[config.mk]
export PLATFORM = sky130hd
export DESIGN_NAME = phy_tx_sequencer
export DESIGN_NICKNAME = d
export VERILOG_FILES = /design/src/rtl/phy_tx_sequencer.sv
export SDC_FILE = /design/constraint.sdc
export NUM_CORES = 1
export LEC_CHECK = 0
export CORE_MARGIN = 1.5
export CORE_UTILIZATION = 50
export CTS_CLUSTER_DIAMETER = 80
export DETAILED_ROUTE_END_ITERATION = 6
export HOLD_SLACK_MARGIN = 0.05
export PLACE_DENSITY_LB_ADDON = 0.15
export SYNTH_ARGS = -nofsm -noshare
export SYNTH_HDL_FRONTEND = slang
export SYNTH_SLANG_ARGS = --single-unit
[constraint.sdc]
create_clock -name CLK -period 4.85 [get_ports CLK]
set_input_delay 0.7275 -clock CLK [delete_from_list [all_inputs] [get_ports CLK]]
set_output_delay 0.7275 -clock CLK [all_outputs]
set_load 0.02 [all_outputs]
[src/rtl/phy_tx_sequencer.sv]
// PHY transmit sequencer: frames packets as STP / DATA / END (or EDB on
// abort) and inserts 4-cycle SKP ordered sets at a fixed interval, never
// inside a packet. All PHY-facing buses are driven from registers.
module phy_tx_sequencer #(
  parameter int SKP_INTERVAL = 32
) (
  input  logic       CLK,
  input  logic       RESET,
  input  logic       PKT_VALID,
  input  logic [3:0] PKT_LEN,
  input  logic [7:0] PKT_DATA,
  input  logic       PKT_ABORT,
  output logic       PKT_ACK,
  output logic       PKT_RD,
  output logic       PKT_DONE,
  output logic       PKT_ERR,
  output logic [7:0] D,
  output logic [7:0] START_END,
  output logic [7:0] ORDERED_SET,
  output logic [7:0] LOG_COM,
  output logic [1:0] CONTROL,
  output logic       BUSY
);

  localparam logic [15:0] SKP_MAX = 16'(SKP_INTERVAL - 1);
  localparam logic [7:0]  SYM_STP = 8'hFB;
  localparam logic [7:0]  SYM_END = 8'hFD;
  localparam logic [7:0]  SYM_EDB = 8'hFE;
  localparam logic [7:0]  SYM_COM = 8'hBC;
  localparam logic [7:0]  SYM_SKP = 8'h1C;

  typedef enum logic [2:0] {
    ST_IDLE = 3'd0,
    ST_STP  = 3'd1,
    ST_DATA = 3'd2,
    ST_END  = 3'd3,
    ST_SKP  = 3'd4
  } state_t;

  state_t      state_r, state_s;
  logic [3:0]  len_r, len_s;
  logic [3:0]  rem_r, rem_s;
  logic [1:0]  skp_idx_r, skp_idx_s;
  logic [15:0] skp_cnt_r, skp_cnt_s;
  logic        skp_pending_s;
  logic        decide_s;
  logic        edb_s;

  logic        ack_r, ack_s;
  logic        rd_r, rd_s;
  logic        done_r, done_s;
  logic        err_r, err_s;
  logic        busy_r, busy_s;
  logic [1:0]  ctrl_r, ctrl_s;
  logic [7:0]  d_r, d_s;
  logic [7:0]  se_r, se_s;
  logic [7:0]  os_r, os_s;

  assign skp_pending_s = (skp_cnt_r == SKP_MAX);

  // Next-state selection: IDLE, END and the last SKP cycle are decision points.
  always_comb begin
    state_s   = state_r;
    len_s     = len_r;
    rem_s     = rem_r;
    skp_idx_s = skp_idx_r;
    edb_s     = 1'b0;
    err_s     = 1'b0;
    decide_s  = (state_r == ST_IDLE) || (state_r == ST_END) ||
                ((state_r == ST_SKP) && (skp_idx_r == 2'd3));
    if (decide_s) begin
      if (skp_pending_s) begin
        state_s   = ST_SKP;
        skp_idx_s = 2'd0;
      end else if (PKT_VALID && (PKT_LEN != 4'd0)) begin
        state_s = ST_STP;
        len_s   = PKT_LEN;
      end else if (PKT_VALID) begin
        state_s = ST_IDLE;
        err_s   = 1'b1;
      end else begin
        state_s = ST_IDLE;
      end
    end else begin
      case (state_r)
        ST_STP: begin
          state_s = ST_DATA;
          rem_s   = len_r - 4'd1;
        end
        ST_DATA: begin
          if (PKT_ABORT) begin
            state_s = ST_END;
            edb_s   = 1'b1;
          end else if (rem_r == 4'd0) begin
            state_s = ST_END;
          end else begin
            rem_s = rem_r - 4'd1;
          end
        end
        ST_SKP:  skp_idx_s = skp_idx_r + 2'd1;
        default: state_s = ST_IDLE;
      endcase
    end
  end

  // Skip counter: held at zero for the whole SKP so the period is interval + 4.
  always_comb begin
    if ((state_s == ST_SKP) || (state_r == ST_SKP)) begin
      skp_cnt_s = 16'd0;
    end else if (skp_cnt_r != SKP_MAX) begin
      skp_cnt_s = skp_cnt_r + 16'd1;
    end else begin
      skp_cnt_s = skp_cnt_r;
    end
  end

  // Output values for the state being entered, registered below.
  always_comb begin
    ack_s  = 1'b0;
    rd_s   = 1'b0;
    done_s = 1'b0;
    ctrl_s = 2'b11;
    d_s    = 8'h00;
    se_s   = 8'h00;
    os_s   = 8'h00;
    busy_s = (state_s != ST_IDLE);
    case (state_s)
      ST_STP: begin
        ctrl_s = 2'b01;
        se_s   = SYM_STP;
        ack_s  = 1'b1;
        rd_s   = 1'b1;
      end
      ST_DATA: begin
        ctrl_s = 2'b00;
        d_s    = PKT_DATA;
        rd_s   = (rem_s != 4'd0);
      end
      ST_END: begin
        ctrl_s = 2'b01;
        se_s   = edb_s ? SYM_EDB : SYM_END;
        done_s = 1'b1;
      end
      ST_SKP: begin
        ctrl_s = 2'b10;
        os_s   = (skp_idx_s == 2'd0) ? SYM_COM : SYM_SKP;
      end
      default: ctrl_s = 2'b11;
    endcase
  end

  // State, counters and registered outputs.
  always_ff @(posedge CLK or posedge RESET) begin
    if (RESET) begin
      state_r   <= ST_IDLE;
      len_r     <= 4'd0;
      rem_r     <= 4'd0;
      skp_idx_r <= 2'd0;
      skp_cnt_r <= 16'd0;
      ack_r     <= 1'b0;
      rd_r      <= 1'b0;
      done_r    <= 1'b0;
      err_r     <= 1'b0;
      busy_r    <= 1'b0;
      ctrl_r    <= 2'b11;
      d_r       <= 8'h00;
      se_r      <= 8'h00;
      os_r      <= 8'h00;
    end else begin
      state_r   <= state_s;
      len_r     <= len_s;
      rem_r     <= rem_s;
      skp_idx_r <= skp_idx_s;
      skp_cnt_r <= skp_cnt_s;
      ack_r     <= ack_s;
      rd_r      <= rd_s;
      done_r    <= done_s;
      err_r     <= err_s;
      busy_r    <= busy_s;
      ctrl_r    <= ctrl_s;
      d_r       <= d_s;
      se_r      <= se_s;
      os_r      <= os_s;
    end
  end

  // An abort withdraws the read in its own cycle, so only bytes that will
  // still reach D are ever consumed from the requester.
  assign PKT_RD      = rd_r & ~(PKT_ABORT & (state_r == ST_DATA));
  assign PKT_ACK     = ack_r;
  assign PKT_DONE    = done_r;
  assign PKT_ERR     = err_r;
  assign BUSY        = busy_r;
  assign CONTROL     = ctrl_r;
  assign D           = d_r;
  assign START_END   = se_r;
  assign ORDERED_SET = os_r;
  assign LOG_COM     = 8'h00;

endmodule

==> results by group <==
Status
  – Status: finished, final reports clean

Synthesis
  – Area share of the largest cell type after synthesis: 0.4705
  – Number of flops mapped to enable cells by yosys: 0
  – Primary FF master, synth: dfrtp_1
  – Cell type with the largest total area after synthesis: dfrtp_1
  – Post-synthesis compound-gate area fraction: 0.08509
  – Register area share after synthesis: 0.4915
  – Xor and xnor area share after synthesis: 0.06306
  – Post-Synth Adder-Cell Area: 0.02002
  – Largest family of logic cells by synthesized area: simple AND/OR/NAND/NOR gates
  – Mux contribution to synthesized area: 0.02202
  – Synthesized cell area: 0.002500 mm^2
  – Syn_area_per_cell: 10.37 um^2
  – Largest cells by area after synthesis: dfrtp_1, buf_4, xor2_1
  – #FFs+latches synth: 49
  – Ys Warns: 0
  – Netlist cell types: 55
  – Post-Syn Instances: 241
  – Synth async-reset ratio: 1.000
  – Post-synthesis simple-gate area fraction: 0.2172

Route
  – Total wire length: 4.586 mm
  – Drt wl/cell: 13.45 um
  – 1st-iter DRT viols: 67
  – Antenna-violating nets left: 0
  – DRC violations left: 0
  – DR vias: 1,778
  – Mean number of vias per cell: 5.214
  – 1st-pass router iterations: 4

Global route
  – GRT busiest layer: met2
  – Initial antenna violation count: 0
  – Met1 Usage GRT: 0.2496
  – Grt total ovfl: 0
  – Largest net degree at the start of global routing: 50
  – M2 GR Usage: 0.2973
  – Vias in the first global route: 1,632
  – GRT Total Usage: 0.1866
  – First-pass GRT wire length: 7.734 mm
  – Global routing usage on met3: 0.04527

Placed design
  – Pre-CTS setup slack: 1.945 ns
  – Placed Area: 0.002859 mm^2
  – Routability cong.: 0.9215
  – Hpwl dp: 3.265 mm
  – Port-buffer cells: 43

Timing
  – Hold Violations, Final: 0
  – Part of the cycle the worst path needs: 0.6023
  – Final worst slack: 1.929 ns
  – RSZ-0062 raised after global routing: no
  – Setup TNS: 0 ns
  – Max frequency: 342.3 MHz
  – Slew Limit Fails: 0
  – Slew @ Worst Pin: 0.9972 ns
  – Hold_ws: 0.5335 ns
  – Max_slew headroom: 0.3343
  – Final Critical Period: 2.921 ns
  – Clk_skew: 0.002752 ns
  – Final setup violation count: 0

Clock tree
  – Htree depth: 2
  – CTS buffer count: 5
  – Post-CTS Setup Inserts: 0
  – Clock Latency Late Sink: 0.29 ns
  – Maximum clock path buffer count: 2
  – TritonCTS clock tree: built
  – Clock transition at path regs: 0.08 ns
  – Sink Count: 49
  – CTS Hold Buffers Added: 0
  – Root buf cell: clkbuf_8
  – Gates resized, CTS repair: 0

Floorplan
  – Die Area: 0.005433 mm^2
  – Die Ht: 73.71 um
  – Row cnt: 25
  – Core area: 0.004755 mm^2
  – DIE WIDTH: 73.71 um
  – I/O pins: 55
  – Initial core utilization: 0.5258

Critical path
  – Crit path max fanout: 16
  – R2R Path End: skp_cnt_r[6]$_DFFE_PP0P_
  – Worst Setup Start Kind: flip-flop
  – Crit path DAT: 2.19 ns
  – Delay of the slowest critical-path stage: 0.57 ns
  – R2R Setup Slk: 2.57 ns
  – Slowest cell on crit path: dfrtp_1
  – CP Cell Sequence: nor3b_2 -> nand2_1 -> and2_1 -> clkdlybuf4s50_1
  – Kind of critical path: flip-flop to output port
  – CP endpoint kind: output port
  – Reg-to-Reg Start: skp_cnt_r[0]$_DFFE_PP0P_
  – CP required: 4.12 ns
  – Reg2reg path depth: 5

Power
  – Pwr Density: 587.2 mW/mm^2
  – Maximum VDD drop: 0.0003524 V
  – LEAKAGE: 1.359 nW

Worst hold path
  – HP Class: flip-flop to flip-flop
  – Hold Startpoint: len_r[3]$_DFFE_PP0P_
  – WHS Endpoint: len_r[3]$_DFFE_PP0P_
  – Hold Path Depth: 1

Finish
  – Commonest non-fill, non-tap cell in the layout: dfrtp_1
  – Layout cell share with drive strength beyond 1: 0.09854
  – Antenna diodes: 0
  – Final Util: 0.6226
  – Design area: 0.002960 mm^2
  – Nets@finish: 293
  – Commonest non-fill, non-tap cells in the layout: dfrtp_1, clkdlybuf4s50_1, nor2_1
  – Area growth syn-to-layout: 18.42%

Job
  – Max-cap violations: 0
==> synth_stat cells (3+ instances only) <==
master    number
a21oi_1        5
a31oi_1        3
and2_1         4
and3_1        10
and4_1         3
buf_2          4
buf_4         20
clkbuf_1       3
dfrtp_1       47
ha_1           4
inv_1         14
mux2_2         4
nand2_1       13
nand3_1        8
nand4_1        5
nor2_1        25
nor3_1         4
nor4_1         4
o21ai_0        3
xnor2_1        5
xor2_1        13
==> stage by stage <==
stage | cells | total power [mW]
global route | 341 | 1.868
detailed placement | 333 | 1.490
CTS | 341 | 1.755
finish | 341 | 1.738
global placement | 333 | 1.474
floorplan | 251 | 1.255
==> flip-flops by register name (all words and copies together) (netlist names) <==
name         cells
D                8
len_r            4
skp_idx_r        2
state_r          3
rd_r             1
rem_r            4
PKT_ERR          1
PKT_ACK          1
skp_cnt_r       16
ORDERED_SET      2
START_END        4
CONTROL          2
BUSY             1
==> layer usage <==
| metal | vias up | part of all wire |
|---|---|---|
| met3 | 6 | 0.042 |
| li1 | 870 | - |
| met5 | - | 0 |
| met4 | 0 | 0.012 |
| met1 | 853 | 0.45 |
| met2 | 49 | 0.49 |
==> final cells by class <==
type                            count  area (um^2)
Clock buffer                        7        96.34
Clock inverter                      1        5.005
Fill cell                         406         1794
Inverter                           15        56.30
Multi-Input combinational cell    159         1060
Sequential cell                    49         1229
Tap cell                           67        83.83
Timing Repair Buffer               43        430.4
==> cells by family (layout without fill, tap and decap cells) <==
logic type	count (synthesis)	in the layout
flops	49	49
xor+xnor	18	18
fa+ha+maj	4	4
buf+inv	43	66
other cells	1	11
simple gates	93	93
compound gates	28	28
mux	5	5
==> power breakdown <==
group / switching [mW] / internal [mW]
combinational: 0.419 / 0.380
sequential: 0.126 / 0.555
clock: 0.130 / 0.129
==> critical path: cells and delay by family, from the launching register on <==
family,cells,cell delay [ns]
buf+inv,1,0.53
flops,1,0.57
simple gates,3,0.80
==> worst max path at each step <==
stage | cells after the start | endpoint | start | slack, ns
floorplan | 5 | rd_r$_DFF_PP0_ | PKT_ABORT | 2.77
detailed placement | 4 | PKT_RD | PKT_ABORT | 1.94
global placement | 4 | PKT_RD | PKT_ABORT | 1.99
finish | 4 | PKT_RD | state_r[0]$_DFF_PP0_ | 1.93
CTS | 4 | PKT_RD | state_r[0]$_DFF_PP0_ | 1.92
global route | 4 | PKT_RD | state_r[0]$_DFF_PP0_ | 1.79
Power figures use the tool's default switching activity.
